## config.mk

```make
export PLATFORM = sky130hd
export DESIGN_NAME = cla32_adder
export DESIGN_NICKNAME = d
export VERILOG_FILES = /design/src/rtl/cla_pkg.sv /design/src/rtl/cla4.sv /design/src/rtl/cla32_adder.sv
export SDC_FILE = /design/constraint.sdc
export NUM_CORES = 1
export LEC_CHECK = 0
export CAP_MARGIN = 30
export CELL_PAD_IN_SITES_DETAIL_PLACEMENT = 1
export CELL_PAD_IN_SITES_GLOBAL_PLACEMENT = 1
export CORE_ASPECT_RATIO = 1.75
export CORE_MARGIN = 2
export CORE_UTILIZATION = 30
export CTS_CLUSTER_SIZE = 25
export DETAILED_ROUTE_END_ITERATION = 10
export PLACE_DENSITY = 0.88
export SLEW_MARGIN = 20
export SYNTH_ARGS = -nofsm -noshare
export SYNTH_HDL_FRONTEND = slang
export SYNTH_SLANG_ARGS = --single-unit
```

## constraint.sdc

```tcl
create_clock -name clk -period 4 [get_ports clk]
set_input_delay 0.8 -clock clk [delete_from_list [all_inputs] [get_ports clk]]
set_output_delay 0.8 -clock clk [all_outputs]
set_load 0.05 [all_outputs]
```

## src/rtl/cla_pkg.sv

```systemverilog
// Shared constants and types for the 32-bit carry-lookahead adder.
// Group width, group count and the 4-bit group p/g vector type.
package cla_pkg;

   localparam int CLA_WIDTH   = 32;
   localparam int CLA_GROUP   = 4;
   localparam int CLA_NGROUPS = CLA_WIDTH / CLA_GROUP;

   typedef logic [CLA_GROUP-1:0] grp_vec_t;

endpackage

```

## src/rtl/cla4.sv

```systemverilog
// 4-bit carry-lookahead group: sum bits plus group propagate/generate.
// Ports: a, b, cin in; sum, grp_p, grp_g out.
module cla4
   import cla_pkg::*;
(
   input  logic [3:0] a,
   input  logic [3:0] b,
   input  logic       cin,
   output logic [3:0] sum,
   output logic       grp_p,
   output logic       grp_g
);

   grp_vec_t p;
   grp_vec_t g;
   grp_vec_t c;

   assign g = a & b;
   assign p = a ^ b;

   // Every internal carry is a flat sum of products on cin.
   assign c[0] = cin;
   assign c[1] = g[0]
               | (p[0] & cin);
   assign c[2] = g[1]
               | (p[1] & g[0])
               | (p[1] & p[0] & cin);
   assign c[3] = g[2]
               | (p[2] & g[1])
               | (p[2] & p[1] & g[0])
               | (p[2] & p[1] & p[0] & cin);

   assign sum = p ^ c;

   assign grp_p = &p;
   assign grp_g = g[3]
                | (p[3] & g[2])
                | (p[3] & p[2] & g[1])
                | (p[3] & p[2] & p[1] & g[0]);

endmodule

```

## src/rtl/cla32_adder.sv

```systemverilog
// Registered 32-bit two-level carry-lookahead adder: {c32,s} = a + b + c0.
// Ports: clk, rst (sync, active high), a, b, c0 in; s, c32, ovf out.
// ovf port and overflow logic exist only when CLA32_OVF_EN is defined.
module cla32_adder
   import cla_pkg::*;
#(
   parameter int WIDTH = CLA_WIDTH
) (
   input  logic             clk,
   input  logic             rst,
   input  logic [WIDTH-1:0] a,
   input  logic [WIDTH-1:0] b,
   input  logic             c0,
   output logic [WIDTH-1:0] s,
`ifdef CLA32_OVF_EN
   output logic             ovf,
`endif
   output logic             c32
);

   logic [CLA_NGROUPS-1:0] gp;
   logic [CLA_NGROUPS-1:0] gg;
   logic [CLA_NGROUPS:0]   cg;
   logic [CLA_WIDTH-1:0]   sum;

   genvar k;
   generate
      for (k = 0; k < CLA_NGROUPS; k++) begin : g_grp
         cla4 u_grp (
            .a     (a[CLA_GROUP*k +: CLA_GROUP]),
            .b     (b[CLA_GROUP*k +: CLA_GROUP]),
            .cin   (cg[k]),
            .sum   (sum[CLA_GROUP*k +: CLA_GROUP]),
            .grp_p (gp[k]),
            .grp_g (gg[k])
         );
      end
   endgenerate

   // Level-2 lookahead: cg[k] is the carry into group k (c0, c4 ... c32),
   // each fully expanded so no group waits on its neighbour.
   assign cg[0] = c0;
   assign cg[1] = gg[0]
                | (gp[0] & c0);
   assign cg[2] = gg[1]
                | (gp[1] & gg[0])
                | ((&gp[1:0]) & c0);
   assign cg[3] = gg[2]
                | (gp[2] & gg[1])
                | ((&gp[2:1]) & gg[0])
                | ((&gp[2:0]) & c0);
   assign cg[4] = gg[3]
                | (gp[3] & gg[2])
                | ((&gp[3:2]) & gg[1])
                | ((&gp[3:1]) & gg[0])
                | ((&gp[3:0]) & c0);
   assign cg[5] = gg[4]
                | (gp[4] & gg[3])
                | ((&gp[4:3]) & gg[2])
                | ((&gp[4:2]) & gg[1])
                | ((&gp[4:1]) & gg[0])
                | ((&gp[4:0]) & c0);
   assign cg[6] = gg[5]
                | (gp[5] & gg[4])
                | ((&gp[5:4]) & gg[3])
                | ((&gp[5:3]) & gg[2])
                | ((&gp[5:2]) & gg[1])
                | ((&gp[5:1]) & gg[0])
                | ((&gp[5:0]) & c0);
   assign cg[7] = gg[6]
                | (gp[6] & gg[5])
                | ((&gp[6:5]) & gg[4])
                | ((&gp[6:4]) & gg[3])
                | ((&gp[6:3]) & gg[2])
                | ((&gp[6:2]) & gg[1])
                | ((&gp[6:1]) & gg[0])
                | ((&gp[6:0]) & c0);
   assign cg[8] = gg[7]
                | (gp[7] & gg[6])
                | ((&gp[7:6]) & gg[5])
                | ((&gp[7:5]) & gg[4])
                | ((&gp[7:4]) & gg[3])
                | ((&gp[7:3]) & gg[2])
                | ((&gp[7:2]) & gg[1])
                | ((&gp[7:1]) & gg[0])
                | ((&gp[7:0]) & c0);

`ifdef CLA32_OVF_EN
   logic c31;
   logic ovf_next;

   // Carry into bit 31 recovered from its sum bit: s31 = a31 ^ b31 ^ c31.
   assign c31      = sum[31] ^ a[31] ^ b[31];
   assign ovf_next = cg[8] ^ c31;

   always_ff @(posedge clk) begin
      if (rst) begin
         ovf <= 1'b0;
      end else begin
         ovf <= ovf_next;
      end
   end
`endif

   always_ff @(posedge clk) begin
      if (rst) begin
         s   <= '0;
         c32 <= 1'b0;
      end else begin
         s   <= sum;
         c32 <= cg[8];
      end
   end

endmodule

```

==> flow_summary.toml, run 1 <==
[critical_path]
end_kind = "flop"
cpMostUsedCell = "a21o_1"
cp.required_ps = 4140
startpoint_type = "input pin"
crit_chain = "clkdlybuf4s50_1, ha_1, and3_1, a31oi_2, a21oi_2, o211ai_2, nand2_2, a31o_1, a21o_1, a21o_1, fa_1, xnor2_1, nor2_1"
path_delay_family = "compound AO/OA/AOI/OAI gates"
cp_slowest_stage_delay_ps = 410
worst-setup-path-type = "input pin to flop"
worst-path-buf-inv = 1
crit_path_start = "a[1]"
arrival_ps = 3640
cp_max_fo = 4
critPathSlowestCell = "clkdlybuf4s50_1"

[sta]
hold_viol = 0
setup_viol = 0
setup_ws_ps = 499
fmax_mhz = 286
drv_slew = 0
rsz0062_at_grt = "false"
slew_headroom_pct = 54.5
period_needed_ps = 3500
fin_setup_tns_ps = 0
post-route-period-util_pct = 87.5
worst_slew_pin_slew_ps = 680

[power_and_ir_drop]
power.density_nw_per_um2 = 390
p_leak_nw = 1.43
power.total_w = 0.00130
ir_drop_v = 0.000168

[synthesis]
synth_xor_area_share_pct = 8.72
syn_area_per_cell_um2 = 9.72
synth_area_um2 = 2110
synth_cell_type_count = 37
syn_nets = 324
synth_compound_gate_area_share_pct = 17.2
muxShareOfSynthArea_pct = 0
yosysWarnings = 0
synth_top_flop_cell = "dfxtp_1"
synth-adder-area-share_pct = 26.6
synth_common_cells = "dfxtp_1, ha_1, nor2_1, a21oi_1, xnor2_1"
synth_top_area_share_pct = 31.3
ys_ff_latch = 33
synth_edf_count = 0
synth.most_common_cell = "dfxtp_1"
synth_async_sr_flop_share_pct = 0
synth_simple_gate_area_share_pct = 14.7
postSynthCellCount = 217
synth_top_area_cell = "dfxtp_1"
synth_top_family_by_area = "adder cells"
synthTopCellsByArea = "dfxtp_1, ha_1, fa_1"
yosysSeqAreaShare_pct = 31.3

[worst_hold_path]
min_path_type = "input pin to flop"
worstHoldStart = "a[31]"

[clock_network]
numCtsBuffers = 5
clk_pin_slew_worst_paths_ps = 50
htree_levels = 2
postCtsSetupRepairBufs = 0
cts_tree = "yes"
cts_max_path_buffers = 2
cts_root_buf = "clkbuf_16"
cts_sinks = 33
cts_resized = 0
hold_buffers = 0

[floorplanning]
fp.coreArea_um2 = 6860
start_util_pct = 30.7
die_area_um2 = 7740
die_w_um = 67.4
die_h_um = 115
io_pins = 100
rows = 40

[detailed_routing]
dr_total_vias = 1985
post_drt_wl_per_cell_um = 15.0
ant_nets = 0
vias_per_cell = 4.89
drt_first_pass_iters = 4
routed_wl_um = 6100
drc = 0
drt-initial-drc-count = 70

[global_routing]
grt_pass1_vias = 2229
busiest_layer = "met2"
met1_usage_pct = 14.2
met2_usage_pct = 35.2
grt_overflow_total = 0
grt_usage_pct = 16.9
antenna_found_initial = 0
grt_use_met3_pct = 2.54
grt_max_degree = 18
grt_pass1_wl_um = 9780

[job]
cap_violations = 0

[finish]
area_growth_pct = 58.4
drive_above_1_share_pct = 5.28
nets = 428
fill_cells = 782
n_antenna_cell = 0

[placed_design]
dp_hpwl_um = 5190
place_congestion = 0.752
pre_cts_ws_ps = 197
portBuffers = 99

[run_status]
outcome = "finished clean"
per-layer routing:
layer	routed length [µm]	share of wire [%]
met5	0	0
met4	227	3.7
met3	279	4.6
met2	3630	60
met1	1960	32
power by group:
part	internal, W	switching (W)
Clock	0.000228	0.000137
Combinational	0.000234	0.000315
Sequential	0.000375	0.0000124
Total	0.000837	0.000465
final cells by class:
class / instances / area (µm²) / area share [%]
Timing Repair Buffer: 100 / 998 / 29.9
Inverter: 5 / 18.8 / 0.562
Clock inverter: 2 / 10.0 / 0.300
Sequential cell: 33 / 661 / 19.8
Multi-Input combinational cell: 176 / 1420 / 42.5
Tap cell: 84 / 105 / 3.15
Clock buffer: 6 / 129 / 3.86
sequential cells by signal, summed over array words and instances (netlist names):
signal / count
s: 32
c32: 1
stage by stage:
step | hold slack [ps] | utilization, % | area (µm²) | std cells
3_5_place_dp | 1560 | 46.7 | 3200 | 398
4_1_cts | 1280 | 48.7 | 3340 | 406
5_1_grt | 1290 | 48.7 | 3340 | 406
3_3_place_gp | 1550 | 46.7 | 3200 | 398
2_1_floorplan | 872 | - | 2110 | 217
6_report | 1270 | 48.7 | 3340 | 406
cells by family (layout without fill, tap and decap cells):
logic type,after synthesis,after routing
AOI/OAI and AO/OA,51,51
xor gates and xnor gates,21,21
adders and majority gates,40,40
buffers and inverters,8,113
DFF,33,33
and+or+nand+nor,64,64
placed cells by master (no fill, tap or decap), types with 2 or more instances in the layout:
cell	Yosys	final
o21bai_1	2	2
a21oi_1	17	17
o21ai_1	4	4
o21a_1	3	3
dfxtp_1	33	33
inv_1	5	5
nand3_1	6	6
a21o_1	13	13
clkinv_2	0	2
nand2_1	9	9
nor3_1	4	4
clkbuf_16	0	5
a21oi_2	2	2
nor2b_1	9	9
nand4_1	3	3
fa_1	8	8
ha_1	32	32
nor2_1	25	25
xnor2_1	15	15
clkdlybuf4s50_1	0	99
xor2_1	6	6
path summary, 6_finish.rpt:
path / slack, ps / cells past startpoint / to
hold / removal: 1270 / 3 / c32$_SDFF_PP0_
setup / recovery: 500 / 13 / s[21]$_SDFF_PP0_
No activity file was read; power rests on OpenSTA's default activity.
==> inputs of run 2 (changes only) <==
--- a/config.mk
+++ b/config.mk
@@ -10,10 +10,11 @@
 export CELL_PAD_IN_SITES_GLOBAL_PLACEMENT = 1
 export CORE_ASPECT_RATIO = 1.75
 export CORE_MARGIN = 2
-export CORE_UTILIZATION = 30
+export CORE_UTILIZATION = 32
+export CTS_CLUSTER_DIAMETER = 60
 export CTS_CLUSTER_SIZE = 25
 export DETAILED_ROUTE_END_ITERATION = 10
-export PLACE_DENSITY = 0.88
+export PLACE_DENSITY = 0.92
 export SLEW_MARGIN = 20
 export SYNTH_ARGS = -nofsm -noshare
 export SYNTH_HDL_FRONTEND = slang
==> constraint.sdc (replaced) <==
create_clock -name clk -period 4.5 [get_ports clk]
set_input_delay 0.9 -clock clk [delete_from_list [all_inputs] [get_ports clk]]
set_output_delay 0.9 -clock clk [all_outputs]
set_load 0.05 [all_outputs]
==> run 2 against run 1 <==
Sequential share of layout area about the same. Final area about the same. Combinational power down 11%. Worst setup slack better by 380 ps. Count of clock-buffer cells in the layout up 1. Flip-flop and latch count unchanged. Critical path type unchanged.
==> flow_summary.toml, run 2 (synthesis gave the netlist of run 1 again) <==
[detailed_routing]
post_drt_wl_per_cell_um = 14.8
drt_first_pass_iters = 4
vias_per_cell = 4.84
drt-initial-drc-count = 49
routed_wl_um = 5980
drc = 0
dr_total_vias = 1952
ant_nets = 0

[sta]
rsz0062_at_grt = "false"
drv_slew = 0
period_needed_ps = 3620
setup_viol = 0
hold_viol = 0
post-route-period-util_pct = 80.4
fmax_mhz = 276
fin_setup_tns_ps = 0
slew_headroom_pct = 63.0
worst_slew_pin_slew_ps = 553

[floorplanning]
rows = 39
start_util_pct = 32.7
fp.coreArea_um2 = 6440
die_area_um2 = 7280
die_w_um = 65.4
io_pins = 100
die_h_um = 111

[placed_design]
portBuffers = 99
dp_hpwl_um = 5180
place_congestion = 0.802
placedInstanceArea_um2 = 3200

[global_routing]
grt_max_degree = 34
antenna_found_initial = 0
grt_pass1_wl_um = 9780
grt_pass1_vias = 2134
grt_usage_pct = 17.6
grt_overflow_total = 0

[clock_network]
postCtsSetupRepairBufs = 0
hold_buffers = 0
cts_max_path_buffers = 2
cts_tree = "yes"
numCtsBuffers = 5
cts_root_buf = "clkbuf_16"
cts_resized = 0
clk_pin_slew_worst_paths_ps = 50
htree_levels = 2
cts_sinks = 33

[power_and_ir_drop]
ir_drop_v = 0.000163
p_leak_nw = 1.43
power.density_nw_per_um2 = 349

[worst_hold_path]
min_path_type = "input pin to flop"

[finish]
area_growth_pct = 58.5
largestRegisters = "s: 32 flops, c32: 1 flops"
layout_common_cells = "clkdlybuf4s50_1, dfxtp_1, ha_1"
largest_register_ffs = 32
n_antenna_cell = 0
regArea_um2 = 661
regMostFlops = "s"
final_cell_area_um2 = 3340
final_common_cell = "clkdlybuf4s50_1"
nets = 428
drive_above_1_share_pct = 4.98
fill_cells = 759
multi_input_area_um2 = 1420

[critical_path]
worst-setup-path-type = "input pin to flop"
cp_max_fo = 4
arrival_ps = 3780
startpoint_type = "input pin"
end_kind = "flop"
cp.required_ps = 4660

[run_status]
outcome = "finished clean"

[job]
cap_violations = 0
[run 2: where the power goes]
part	internal (W)	switching [W]	total, W
logic	0.000208	0.000281	0.000490
registers	0.000333	0.0000102	0.000343
clock network	0.000217	0.000115	0.000332
total	0.000758	0.000406	0.00116
[run 2: worst paths after layout]
check	startpoint	end	slack, ps	cells after the start
setup / recovery	a[1]	s[21]$_SDFF_PP0_	880	13
hold / removal	b[31]	c32$_SDFF_PP0_	1370	3
[run 2: critical path, stage by stage]
cell,delay (ps)
clkdlybuf4s50_1,410
ha_1,360
and3_1,220
a31oi_2,220
a21oi_2,100
o211ai_2,210
nand2_2,90
a31o_1,250
a21o_1,210
a21o_1,190
fa_1,390
xnor2_1,170
nor2_1,50
[run 2: per-stage QoR]
stage | worst slack [ps] | utilization [%] | hold WS (ps) | instances | power [W]
after floorplan | 1220 | - | 972 | 217 | 0.000656
after global placement | 665 | 49.7 | 1650 | 396 | 0.000826
after detailed placement | 571 | 49.7 | 1660 | 396 | 0.000843
after CTS | 859 | 51.9 | 1370 | 403 | 0.00118
after global routing | 737 | 51.9 | 1420 | 403 | 0.00123
final | 882 | 51.9 | 1370 | 403 | 0.00116
[run 2: final cells by class]
cell class	count	share of cell area, %
multi-input combinational	176	42.4
timing repair buffer	100	29.9
sequential	33	19.8
clock buffer	7	4.27
tap	82	3.07
inverter	5	0.562
[run 2: metal layers]
layer | vias to the layer above | part of all wire, % | track usage, %
met1 | 908 | 33 | 16.2
met2 | 63 | 58 | 34.0
li1 | 961 | - | -
met3 | 20 | 4.1 | 2.22
met4 | 0 | 5.3 | 11.5
met5 | - | 0 | 0
